[src/rtl/spi_slave_rx.sv]
// -----------------------------------------------------------------------------
// spi_slave_rx
//
// SPI mode-0 slave receiver for the 16-bit programming stream. SCK, MOSI and
// NSS are oversampled on sys_clk; they are never used as clocks. Every
// completed word is pushed into the downstream FIFO. A status word is shifted
// back to the master on MISO.
//
// Optional feature (compile-time macro):
//   SPI_SLAVE_ECHO_EN : when defined, each word load takes the last received
//                       word instead of tx_data. The first word of a frame
//                       returns zero, so the master reads word N-1 while it
//                       sends word N.
//
// Parameters:
//   WORD_W      bits per SPI word, MSB first
//   SYNC_STAGES synchronizer depth on SCK/MOSI/NSS (>= 2)
//
// Ports:
//   sys_clk, sys_rst  system clock, asynchronous active-high reset
//   SCK, MOSI, NSS    SPI pins from the master (NSS active low)
//   MISO              serial status data to the master
//   fifo_full         downstream FIFO full, sampled when a word completes
//   fifo_wr_req       one-cycle write strobe
//   fifo_wr_data      received word, valid while fifo_wr_req is high
//   tx_data           status word, sampled at each word load
//   err_clr           one-cycle pulse that clears the sticky errors
//   frame_active      high while a frame is open
//   word_cnt          words completed in the current or last frame (saturating)
//   overflow_err      sticky: a word completed while fifo_full was high
//   frame_err         sticky: NSS rose with a partial word pending
// -----------------------------------------------------------------------------
module spi_slave_rx #(
  parameter int WORD_W      = 16,
  parameter int SYNC_STAGES = 2
) (
  input  logic              sys_clk,
  input  logic              sys_rst,
  input  logic              SCK,
  input  logic              MOSI,
  input  logic              NSS,
  output logic              MISO,
  input  logic              fifo_full,
  output logic              fifo_wr_req,
  output logic [WORD_W-1:0] fifo_wr_data,
  input  logic [WORD_W-1:0] tx_data,
  input  logic              err_clr,
  output logic              frame_active,
  output logic [15:0]       word_cnt,
  output logic              overflow_err,
  output logic              frame_err
);

  localparam int CNT_W = (WORD_W > 2) ? $clog2(WORD_W) : 1;
  localparam logic [CNT_W-1:0] BIT_LAST = CNT_W'(WORD_W - 1);
  localparam logic [CNT_W-1:0] BIT_ZERO = {CNT_W{1'b0}};
  localparam logic [15:0]      CNT_MAX  = 16'hFFFF;

  typedef enum logic [0:0] {
    ST_IDLE   = 1'b0,
    ST_ACTIVE = 1'b1
  } state_t;

  // Synchronizers, history flops and registered edge pulses
  logic [SYNC_STAGES-1:0] sck_sync_r;
  logic [SYNC_STAGES-1:0] mosi_sync_r;
  logic [SYNC_STAGES-1:0] nss_sync_r;
  logic                   sck_hist_r;
  logic                   nss_hist_r;
  logic                   mosi_hist_r;
  logic                   sck_rise_r;
  logic                   sck_fall_r;
  logic                   nss_rise_r;
  logic                   nss_fall_r;

  // Frame state
  state_t                 state_r;
  logic [CNT_W-1:0]       bit_cnt_r;
  logic [WORD_W-1:0]      rx_shift_r;
  logic [WORD_W-1:0]      tx_shift_r;
  logic [WORD_W-1:0]      echo_r;
  logic                   reload_pending_r;
  logic                   miso_r;
  logic                   fifo_wr_req_r;
  logic [WORD_W-1:0]      fifo_wr_data_r;
  logic                   frame_active_r;
  logic [15:0]            word_cnt_r;
  logic                   overflow_err_r;
  logic                   frame_err_r;

  // Decoded events
  logic [WORD_W-1:0]      rx_word_s;
  logic [WORD_W-1:0]      frame_load_s;
  logic [WORD_W-1:0]      word_load_s;
  logic                   word_done_s;
  logic                   overflow_set_s;
  logic                   frame_err_set_s;

  // Synchronize the pins and register edge pulses; MOSI is delayed through its
  // own history flop so the data bit lines up with the registered SCK edge.
  // Everything resets to 0: an NSS that is already low when reset releases
  // shows no fall, so a new frame always needs a real high-to-low transition.
  always_ff @(posedge sys_clk or posedge sys_rst) begin
    if (sys_rst) begin
      sck_sync_r  <= {SYNC_STAGES{1'b0}};
      mosi_sync_r <= {SYNC_STAGES{1'b0}};
      nss_sync_r  <= {SYNC_STAGES{1'b0}};
      sck_hist_r  <= 1'b0;
      nss_hist_r  <= 1'b0;
      mosi_hist_r <= 1'b0;
      sck_rise_r  <= 1'b0;
      sck_fall_r  <= 1'b0;
      nss_rise_r  <= 1'b0;
      nss_fall_r  <= 1'b0;
    end else begin
      sck_sync_r  <= {sck_sync_r[SYNC_STAGES-2:0], SCK};
      mosi_sync_r <= {mosi_sync_r[SYNC_STAGES-2:0], MOSI};
      nss_sync_r  <= {nss_sync_r[SYNC_STAGES-2:0], NSS};
      sck_hist_r  <= sck_sync_r[SYNC_STAGES-1];
      nss_hist_r  <= nss_sync_r[SYNC_STAGES-1];
      mosi_hist_r <= mosi_sync_r[SYNC_STAGES-1];
      sck_rise_r  <= sck_sync_r[SYNC_STAGES-1] & ~sck_hist_r;
      sck_fall_r  <= ~sck_sync_r[SYNC_STAGES-1] & sck_hist_r;
      nss_rise_r  <= nss_sync_r[SYNC_STAGES-1] & ~nss_hist_r;
      nss_fall_r  <= ~nss_sync_r[SYNC_STAGES-1] & nss_hist_r;
    end
  end

  // Select the value loaded into the tx shifter at frame start and word end
  always_comb begin
    rx_word_s = {rx_shift_r[WORD_W-2:0], mosi_hist_r};
`ifdef SPI_SLAVE_ECHO_EN
    frame_load_s = {WORD_W{1'b0}};
    word_load_s  = echo_r;
`else
    frame_load_s = tx_data;
    word_load_s  = tx_data;
`endif
  end

  // Decode word completion and error events for the sticky flags
  always_comb begin
    word_done_s     = 1'b0;
    frame_err_set_s = 1'b0;
    case (state_r)
      ST_ACTIVE: begin
        word_done_s     = ~nss_rise_r & sck_rise_r & (bit_cnt_r == BIT_LAST);
        frame_err_set_s = nss_rise_r & (bit_cnt_r != BIT_ZERO);
      end
      default: begin
        word_done_s     = 1'b0;
        frame_err_set_s = 1'b0;
      end
    endcase
    overflow_set_s = word_done_s & fifo_full;
  end

  // Frame FSM: bit counting, rx/tx shifting, FIFO writes and MISO drive
  always_ff @(posedge sys_clk or posedge sys_rst) begin
    if (sys_rst) begin
      state_r          <= ST_IDLE;
      bit_cnt_r        <= BIT_ZERO;
      rx_shift_r       <= {WORD_W{1'b0}};
      tx_shift_r       <= {WORD_W{1'b0}};
      echo_r           <= {WORD_W{1'b0}};
      reload_pending_r <= 1'b0;
      miso_r           <= 1'b0;
      fifo_wr_req_r    <= 1'b0;
      fifo_wr_data_r   <= {WORD_W{1'b0}};
      frame_active_r   <= 1'b0;
      word_cnt_r       <= 16'h0000;
    end else begin
      fifo_wr_req_r <= 1'b0;
      case (state_r)
        ST_IDLE: begin
          miso_r <= 1'b0;
          if (nss_fall_r) begin
            state_r          <= ST_ACTIVE;
            frame_active_r   <= 1'b1;
            bit_cnt_r        <= BIT_ZERO;
            word_cnt_r       <= 16'h0000;
            echo_r           <= {WORD_W{1'b0}};
            reload_pending_r <= 1'b0;
            tx_shift_r       <= frame_load_s;
            miso_r           <= frame_load_s[WORD_W-1];
          end
        end
        ST_ACTIVE: begin
          if (nss_rise_r) begin
            // Any partial word is simply abandoned here.
            state_r          <= ST_IDLE;
            frame_active_r   <= 1'b0;
            bit_cnt_r        <= BIT_ZERO;
            reload_pending_r <= 1'b0;
            miso_r           <= 1'b0;
          end else begin
            if (sck_rise_r) begin
              rx_shift_r <= rx_word_s;
              if (bit_cnt_r == BIT_LAST) begin
                bit_cnt_r        <= BIT_ZERO;
                reload_pending_r <= 1'b1;
                echo_r           <= rx_word_s;
                if (word_cnt_r != CNT_MAX) begin
                  word_cnt_r <= word_cnt_r + 16'd1;
                end
                if (!fifo_full) begin
                  fifo_wr_req_r  <= 1'b1;
                  fifo_wr_data_r <= rx_word_s;
                end
              end else begin
                bit_cnt_r <= bit_cnt_r + {{(CNT_W-1){1'b0}}, 1'b1};
              end
            end
            // The falling edge after a completed word starts the next tx word.
            if (sck_fall_r) begin
              if (reload_pending_r) begin
                reload_pending_r <= 1'b0;
                tx_shift_r       <= word_load_s;
                miso_r           <= word_load_s[WORD_W-1];
              end else begin
                tx_shift_r <= {tx_shift_r[WORD_W-2:0], 1'b0};
                miso_r     <= tx_shift_r[WORD_W-2];
              end
            end
          end
        end
        default: begin
          state_r        <= ST_IDLE;
          frame_active_r <= 1'b0;
          miso_r         <= 1'b0;
        end
      endcase
    end
  end

  // Sticky error flags; a new error in the same cycle as err_clr wins
  always_ff @(posedge sys_clk or posedge sys_rst) begin
    if (sys_rst) begin
      overflow_err_r <= 1'b0;
      frame_err_r    <= 1'b0;
    end else begin
      if (overflow_set_s) begin
        overflow_err_r <= 1'b1;
      end else if (err_clr) begin
        overflow_err_r <= 1'b0;
      end else begin
        overflow_err_r <= overflow_err_r;
      end
      if (frame_err_set_s) begin
        frame_err_r <= 1'b1;
      end else if (err_clr) begin
        frame_err_r <= 1'b0;
      end else begin
        frame_err_r <= frame_err_r;
      end
    end
  end

  assign MISO         = miso_r;
  assign fifo_wr_req  = fifo_wr_req_r;
  assign fifo_wr_data = fifo_wr_data_r;
  assign frame_active = frame_active_r;
  assign word_cnt     = word_cnt_r;
  assign overflow_err = overflow_err_r;
  assign frame_err    = frame_err_r;

endmodule

[config.mk]
export PLATFORM = sky130hd
export DESIGN_NAME = spi_slave_rx
export DESIGN_NICKNAME = d
export VERILOG_FILES = /design/src/rtl/spi_slave_rx.sv
export SDC_FILE = /design/constraint.sdc
export NUM_CORES = 1
export LEC_CHECK = 0
export CORE_MARGIN = 2
export CORE_UTILIZATION = 40
export CTS_CLUSTER_SIZE = 40
export DETAILED_ROUTE_END_ITERATION = 10
export PLACE_DENSITY = 0.62
export SLEW_MARGIN = 20
export SYNTH_ARGS = -nofsm -noshare
export SYNTH_HDL_FRONTEND = slang
export SYNTH_SLANG_ARGS = --single-unit
[constraint.sdc]
create_clock -name sys_clk -period 5.7 [get_ports sys_clk]
set_input_delay 0.855 -clock sys_clk [delete_from_list [all_inputs] [get_ports sys_clk]]
set_output_delay 0.855 -clock sys_clk [all_outputs]
set_load 0.02 [all_outputs]
==> flow_results.org, run 1 <==
** Outcome
- Run status :: finished, final reports clean

** Floorplanning
- Floorplan die area :: about 10000 um^2
- For this configuration, the core starts out at a cell density of 0.4088.
- In this run the horizontal extent of the chip is roughly 100 um.
- Number of placement rows :: 35
- In this run the standard cell core region covers 9196 um^2.
- Die Span Y :: between 100 and 150 um
- Pin placement for this block handled 60 I/O pins.

** Synthesis
- After synthesis the cells add up to 3760 um^2.
- The synthesized design contains 86 register bits.
- Fraction of the yosys area taken by sequential cells :: 0.5724
- Counting flops with an async set or reset pin after synthesis yields a share of 1.000.
- In the synthesized netlist the dominant register cell turns out to be sky130_fd_sc_hd__dfrtp_1.
- Yosys printed 0 warnings.
- Dividing the synthesized area by the synthesized cell count gives about 11 um^2.
- Synth Net Count :: approximately 370
- The number of different library cells used by synthesis comes to a little under 50.
- After technology mapping, the gate count stands at roughly 350.
- In this run, synthesis inferred 0 flip-flops with an integrated enable.

** Setup path
- Endpoint of the lowest-slack register-to-register path :: fifo_wr_data[13]
- The setup check on the worst reg-to-reg path leaves a slack of between 2000 and 3000 ps.
- Kind of end point of the critical path :: register
- For the worst flop-to-flop path, the logic depth is 4.
- Start of the worst register-to-register path :: state_r
- At the worst endpoint, the arrival time is around 3000 ps.
- At the worst endpoint, the required time is 5930 ps.
- In this run the worst path has a maximum fanout of 24.
- Capture point of the critical path :: fifo_wr_data[13]
- Worst setup path startpoint :: state_r
- The critical path is of the reg -> reg type.
- Crit path launch type :: register

** STA
- Summed negative setup slack over all endpoints :: 0 ps
- Part of the cycle the worst path needs :: 0.4978
- Final hold viol count :: 0
- Slew @ Worst Pin :: ~910 ps
- Setup repair after global routing left no endpoint under its margin.
- The count of final max-slew check failures is 0.
- For this run, the top clock speed supported by timing is 0.3524 GHz.
- Final period demand of the worst path :: roughly 2800 ps
- For the final database, setup skew stands at roughly 5.8 ps.
- In this run the tightest slew margin relative to its limit is 0.3948.
- Final hold analysis gives a worst-case slack of about 350 ps.
- Setup violations remaining at the end of the flow were counted as 0.

** Cells and area
- In the final layout, the share of cells above drive strength 1 is 0.09630.
- Antenna cells :: 0
- At the end of the flow, the number of nets in the layout was 428.
- Excluding fillers, the count of instances in the completed layout stands at 516.
- Number of filler cells placed in the layout :: between 800 and 900
- P&R area growth vs syn :: 22.96%

** Routing
- Ratio of routed vias to standard cells :: between 5 and 6
- Before antenna repair, the detailed router went through 4 iterations.
- Antenna viol nets, final :: 0
- Post-route DRC :: 0
- Detailed routing placed a total of about 3.7 mm of wire on met2.
- Routed signal wires occupy layers up through met4.
- Met3 wire len :: 216 um
- The routed design has 7.709 mm of wire.
- For this block, the via count after detailed routing is around 2.8k.
- Iteration-0 DRC Markers :: roughly 140
- Detailed-route wire length on metal 1 :: 3.574 mm
- Routed len/inst :: between 10 and 15 um

** GRT
- In the global route stage, overall resource usage came out at 0.1678.
- Entering global routing, the biggest net connects 49 pins.
- Congestion Overflow GR :: 0
- Vias in the first global route :: around 2.7k
- The initial antenna violation count came to 0.
- The first global-routing pass estimated around 13 mm of wire.

** Clock network
- H-Tree Level Count :: 3
- In this run the deepest clock path goes through 2 buffers.
- The tree built by TritonCTS fans out to 86 sinks.
- Clock latency on the worst-skew pair :: around 340 ps
- Setup Fix Bufs, Post-CTS :: 0
- TritonCTS clock tree :: yes
- Number of buffers created by CTS :: 9
- Clock-pin slew was measured on the worst setup and hold paths at 80 ps.
- The root buffer cell chosen for the clock tree is sky130_fd_sc_hd__clkbuf_8.
- In this run, post-CTS hold repair placed 0 buffers.
- Total of cells resized after clock tree synthesis :: 0

** Place
- Including well taps, the total number of placed cells is 502.
- Post-DP HPWL :: 5.257 mm
- Count of buffers inserted at the top-level ports :: between 50 and 60
- Routability cong. :: about 0.94

** Min path
- The worst hold path belongs to the class reg -> reg.

** Run
- Max-Cap Viols :: 0

** Power
- The analysis attributes to cell leakage a power of about 0.0021 uW.
- Power spread over the standard cell area amounts to between 300 and 400 nW/um^2.
- Worst IR drop on VDD :: between 0.0001 and 0.00015 V
[routing by layer]
layer	track usage	vias to the layer above
li1	-	1332
met1	0.2379	1346
met2	0.2523	63
met3	0.02982	19
met4	0.07588	0
met5	0	-
[cell families after synthesis]
| logic type | share of synthesized area |
|---|---|
| compound gates | 0.1265 |
| fa+ha+maj | 0.009984 |
| buf+inv | 0.03428 |
| flops | 0.5724 |
| mux | 0.09451 |
| simple gates | 0.1624 |
[state kept, by name (all words and copies together) (netlist names), 2 cells and up]
signal        flops
mosi_sync_r       2
word_cnt         16
sck_sync_r        2
fifo_wr_data     16
tx_shift_r       15
rx_shift_r       15
nss_sync_r        2
bit_cnt_r         4
[critical path: stages, from the launching register on]
cell                      delay (ps)
sky130_fd_sc_hd__dfrtp_1         800
sky130_fd_sc_hd__and3b_1         810
sky130_fd_sc_hd__nand2_2         240
sky130_fd_sc_hd__nor2_4          460
sky130_fd_sc_hd__mux2_2          400
[stage by stage]
stage / util / total power (uW) / cell area (um^2) / setup WS [ps]
global placement: 0.4799 / 966.7 / 4413 / 3001
finish: 0.5027 / 1407 / 4623 / 2863
detailed placement: 0.4799 / 973.1 / 4413 / 2895
global route: 0.5027 / 1493 / 4623 / 2589
CTS: 0.5018 / 1418 / 4614 / 2879
floorplan: - / 891.4 / 3760 / 2623
[layout by cell type, fill, tap and decap left out, drive strengths merged, types with 2 or more instances in the layout]
| master | instances |
|---|---|
| a211oi | 2 |
| a21o | 3 |
| a21oi | 9 |
| a22o | 3 |
| a31oi | 2 |
| a41oi | 2 |
| and2 | 3 |
| and3 | 6 |
| and4 | 4 |
| bufinv | 2 |
| clkbuf | 10 |
| clkdlybuf4s50 | 59 |
| clkinv | 3 |
| dfrtp | 86 |
| ha | 3 |
| inv | 9 |
| mux2 | 17 |
| mux2i | 16 |
| nand2 | 77 |
| nand2b | 5 |
| nand3 | 9 |
| nand4 | 7 |
| nor2 | 5 |
| nor2b | 5 |
| nor3 | 3 |
| nor4 | 3 |
| o211ai | 2 |
| o21ai | 29 |
| o22a | 3 |
| o22ai | 2 |
| o31ai | 3 |
[power by group]
group | switching, uW | total, uW | internal [uW]
Combinational | 111 | 206 | 94.9
Sequential | 65.4 | 753 | 687
Clock | 206 | 448 | 242
[worst min path at each step]
stage,startpoint,end,slack [ps],depth (start not counted)
floorplan,mosi_sync_r[1],mosi_hist_r,330,0
global placement,mosi_sync_r[1],mosi_hist_r,330,0
detailed placement,nss_sync_r[0],nss_sync_r[1],340,0
CTS,nss_sync_r[0],nss_sync_r[1],350,0
global route,mosi_sync_r[1],mosi_hist_r,360,0
finish,nss_sync_r[0],nss_sync_r[1],350,0
[Yosys cell counts, types with 4 or more instances]
cell type | count | area share
sky130_fd_sc_hd__nor2_1 | 4 | 0.0040
sky130_fd_sc_hd__nor2b_1 | 5 | 0.0083
sky130_fd_sc_hd__and3_1 | 6 | 0.010
sky130_fd_sc_hd__mux2i_1 | 16 | 0.043
sky130_fd_sc_hd__nand3_1 | 9 | 0.012
sky130_fd_sc_hd__buf_2 | 4 | 0.0053
sky130_fd_sc_hd__nand2b_1 | 5 | 0.0083
sky130_fd_sc_hd__and4_1 | 4 | 0.0093
sky130_fd_sc_hd__nand4_1 | 7 | 0.012
sky130_fd_sc_hd__nand2_1 | 76 | 0.076
sky130_fd_sc_hd__o21ai_0 | 27 | 0.036
sky130_fd_sc_hd__inv_1 | 10 | 0.010
sky130_fd_sc_hd__clkbuf_1 | 8 | 0.0080
sky130_fd_sc_hd__dfrtp_1 | 86 | 0.57
sky130_fd_sc_hd__a21oi_1 | 8 | 0.011
sky130_fd_sc_hd__mux2_2 | 16 | 0.048
[layout make-up]
type / count / area, um^2 / area share
Clock buffer: 10 / 127.6 / 0.02760
Clock inverter: 4 / 73.82 / 0.01597
Multi-Input combinational cell: 235 / 1494 / 0.3231
Inverter: 10 / 38.79 / 0.008390
Sequential cell: 86 / 2152 / 0.4655
Timing Repair Buffer: 60 / 598.1 / 0.1294
Tap cell: 111 / 138.9 / 0.03004
Note: power is estimated with default switching activity, not from simulation.
==> inputs of run 2 (changes only) <==
==> constraint.sdc (replaced) <==
create_clock -name sys_clk -period 2.82 [get_ports sys_clk]
set_input_delay 0.423 -clock sys_clk [delete_from_list [all_inputs] [get_ports sys_clk]]
set_output_delay 0.423 -clock sys_clk [all_outputs]
set_load 0.02 [all_outputs]
==> run 2 against run 1 <==
Net effect:
- clock power increased by 110%
- wire length rose by 0.87%
- sequential power rose by 99%
- clock skew is 2.9 ps higher
- final cell count increased by 1.6%
- power increased by 100%
- hold slack lost 51 ps
- combinational power grew 120%
- clock-buffer cell count is 1 higher
- largest power group unchanged
==> flow_results.org, run 2 (same netlist as run 1, synthesis figures left out) <==
** STA
- Worst slew slack as a fraction of its limit :: 0.6300 (+0.2352)
- The count of final max-slew check failures is 0 (unchanged).
- Final period demand of the worst path :: 2108 ps (-729.7 ps)
- Count of final setup violators :: 0 (unchanged)
- The clock skew after layout came to 8.630 ps (+2.851 ps).
- Worst hold margin :: 300.5 ps (-50.93 ps)
- Setup repair after global routing left no endpoint under its margin.
- Slew @ Worst Pin :: 555.0 ps (-352.8 ps)
- Part of the cycle the worst path needs :: 0.7474 (+0.2496)
- The final setup TNS was 0 ps (unchanged).
- Final hold viol count :: 0 (unchanged)
- The fmax is 0.4744 GHz (+35%).
- Worst setup margin :: 712.2 ps (-2150 ps)

** Routing
- The ratio of routed vias to standard cells is 5.279 (-1.3%).
- The routed wire length came to 7.776 mm (+0.87%).
- Routed len/inst :: 14.84 um (-0.67%)
- The met2 layer wire length in the routed design was 3.658 mm (-1.3%).
- The length of routed met3 wiring was 284 um (+31%).
- The number of nets still failing antenna checks after routing was 0 (unchanged).
- Vias :: 2766 (+0.22%)
- The first-pass iteration count of the detailed router was 4 (unchanged).
- The wire length on met1 came to 3.715 mm (+3.9%).
- The DRC violations left is 0 (unchanged).
- The highest layer touched by signal routing is met4.
- Iteration-0 DRC Markers :: 95 (-31%)

** GRT
- The wire length of the first global-routing pass was 13.17 mm (-2.1%).
- Vias in the first global route :: 2689 (+0.037%)
- The global-route total usage across every layer came to 0.1643 (-0.003518).
- The initial antenna violation count was 0 (unchanged).
- The largest net degree at the start of global routing came to 50 (+2.0%).
- The remaining global-route overflow is 0 (unchanged).

** Cells and area
- Highest-count cells in the layout ignoring fill and taps :: sky130_fd_sc_hd__dfrtp_1, sky130_fd_sc_hd__nand2_1, sky130_fd_sc_hd__clkdlybuf4s50_1
- The number of nets in the finished design is 434 (+1.4%).
- The fraction of layout cells with a size suffix above 1 was 0.1162 (+0.01993).
- The area used by multi-input combinational logic is 1485 um^2 (-0.59%).
- Number of filler cells placed in the layout :: 854 (+1.3%)
- Register area :: 2152 um^2 (unchanged)
- Most frequent standard cell in the layout excluding fill and tap cells :: sky130_fd_sc_hd__dfrtp_1
- The area growth from synthesis to layout is 24.69%.
- Antenna cells :: 0 (unchanged)

** Floorplanning
- Standard cell core area :: 9196 um^2 (unchanged)
- The cell row count came to 35 (unchanged).
- The vertical extent of the die is 101.0 um (unchanged).
- The top-level port count came to 60 (unchanged).
- Die Wd :: 101.0 um (unchanged)
- The initial core utilization was 0.4088 (unchanged).
- Floorplan die area :: 10190 um^2 (unchanged)

** Place
- Post-Place Worst Slack :: 718.7 ps (-2176 ps)
- Post-DP HPWL :: 5.270 mm (+0.25%)
- Routability cong. :: 0.8971 (-4.4%)
- The number of port buffers came to 59 (unchanged).

** Clock network
- In this run the clock root is driven by a sky130_fd_sc_hd__clkbuf_8.
- The clock network latency to the later pin of the worst-skew pair was 360 ps (+20 ps).
- The sink count of the clock tree came to 86 (unchanged).
- Worst-path clk slew :: 90 ps (about the same)
- Number of buffers created by CTS :: 9 (unchanged)
- TritonCTS built the clock tree.
- H-Tree Level Count :: 3 (unchanged)
- Maximum clock path buffer count :: 2 (unchanged)
- Setup Fix Bufs, Post-CTS :: 0 (unchanged)
- The count of instances resized after the clock tree is built is 0 (unchanged).
- The post-cts hold buffer count was 0 (unchanged).

** Power
- The power spent charging and discharging nets came to 812.2 uW (+110%).
- The maximum vdd ir drop came to 0.0002860 V (+110%).
- The leakage power came to 0.002165 uW (+1.7%).
- Relative contribution of sequential cells to total power :: 0.523 (-0.012)
- Switch share :: 0.2828 (+0.01122)
- Power density over cell area :: 612.6 nW/um^2 (+100%)
- Proportion of power drawn by the clock network :: 0.322 (+0.004)
- The combinational group share of total power was 0.155 (+0.009).
- The internal power contribution came to 2060 uW (+100%).

** Run
- Max-Cap Viols :: 0 (unchanged)

** Min path
- The min-delay analysis places its worst path in the category in -> async.

** Setup path
- Start of the worst register-to-register path :: bit_cnt_r[0]
- The data required time of the critical path is 3070 ps (-2860 ps).
- The maximum fanout along the worst path was 17 (-29%).
- The worst setup path is captured at a register.
- Crit path launch type :: register
- Worst setup path startpoint :: bit_cnt_r[0]
- Type of the worst setup path :: reg -> reg
- CP arrival :: 2350 ps (-710 ps)

** Outcome
- Run status :: finished, final reports clean
run 2: path summary, 6_finish.rpt:
path / slack, ps / to / cells past startpoint
worst max register to register: 710 / fifo_wr_data[12] / 5
worst max-delay path: 710 / fifo_wr_data[12] / 5
min in group sys_clk: 350 / mosi_hist_r / 0
max in group asynchronous: 1920 / nss_hist_r / 3
worst min register to register: 350 / mosi_hist_r / 0
worst min-delay path: 300 / tx_shift_r[4] / 2
run 2: final cells by class:
cell class	instances	share of cell area
Sequential cell	86	0.4590
Multi-Input combinational cell	235	0.3168
Timing Repair Buffer	66	0.1398
Clock buffer	11	0.03229
Tap cell	111	0.02962
Clock inverter	5	0.01414
Inverter	10	0.008273
run 2: stage by stage:
step	total power, uW	cells	cell area, um^2	utilization
floorplan	1802	348	3760	-
CTS	2907	524	4688	0.5098
global placement	1961	508	4471	0.4861
global route	3039	524	4688	0.5098
finish	2872	524	4688	0.5098
detailed placement	1979	508	4471	0.4861
run 2: critical path, cell delays in order, from the launching register on:
cell,delay (ps)
sky130_fd_sc_hd__dfrtp_1,440
sky130_fd_sc_hd__ha_1,260
sky130_fd_sc_hd__and3_1,320
sky130_fd_sc_hd__nand2_2,160
sky130_fd_sc_hd__nor2_4,430
sky130_fd_sc_hd__mux2_2,390
run 2: power groups by stage:
| stage | sequential, uW | clock (uW) | combinational [uW] |
|---|---|---|---|
| 6_report | 1500 | 925 | 444 |
| 3_5_place_dp | 1530 | 0 | 452 |
| 2_1_floorplan | 1520 | 0 | 282 |
| 5_1_grt | 1530 | 1010 | 504 |
| 3_3_place_gp | 1520 | 0 | 439 |
| 4_1_cts | 1500 | 950 | 454 |
run 2: layer usage:
layer | GRT usage | vias up
met5 | 0 | -
met4 | 0.05717 | 0
met3 | 0.04577 | 13
met2 | 0.2487 | 56
met1 | 0.2278 | 1353
li1 | - | 1344
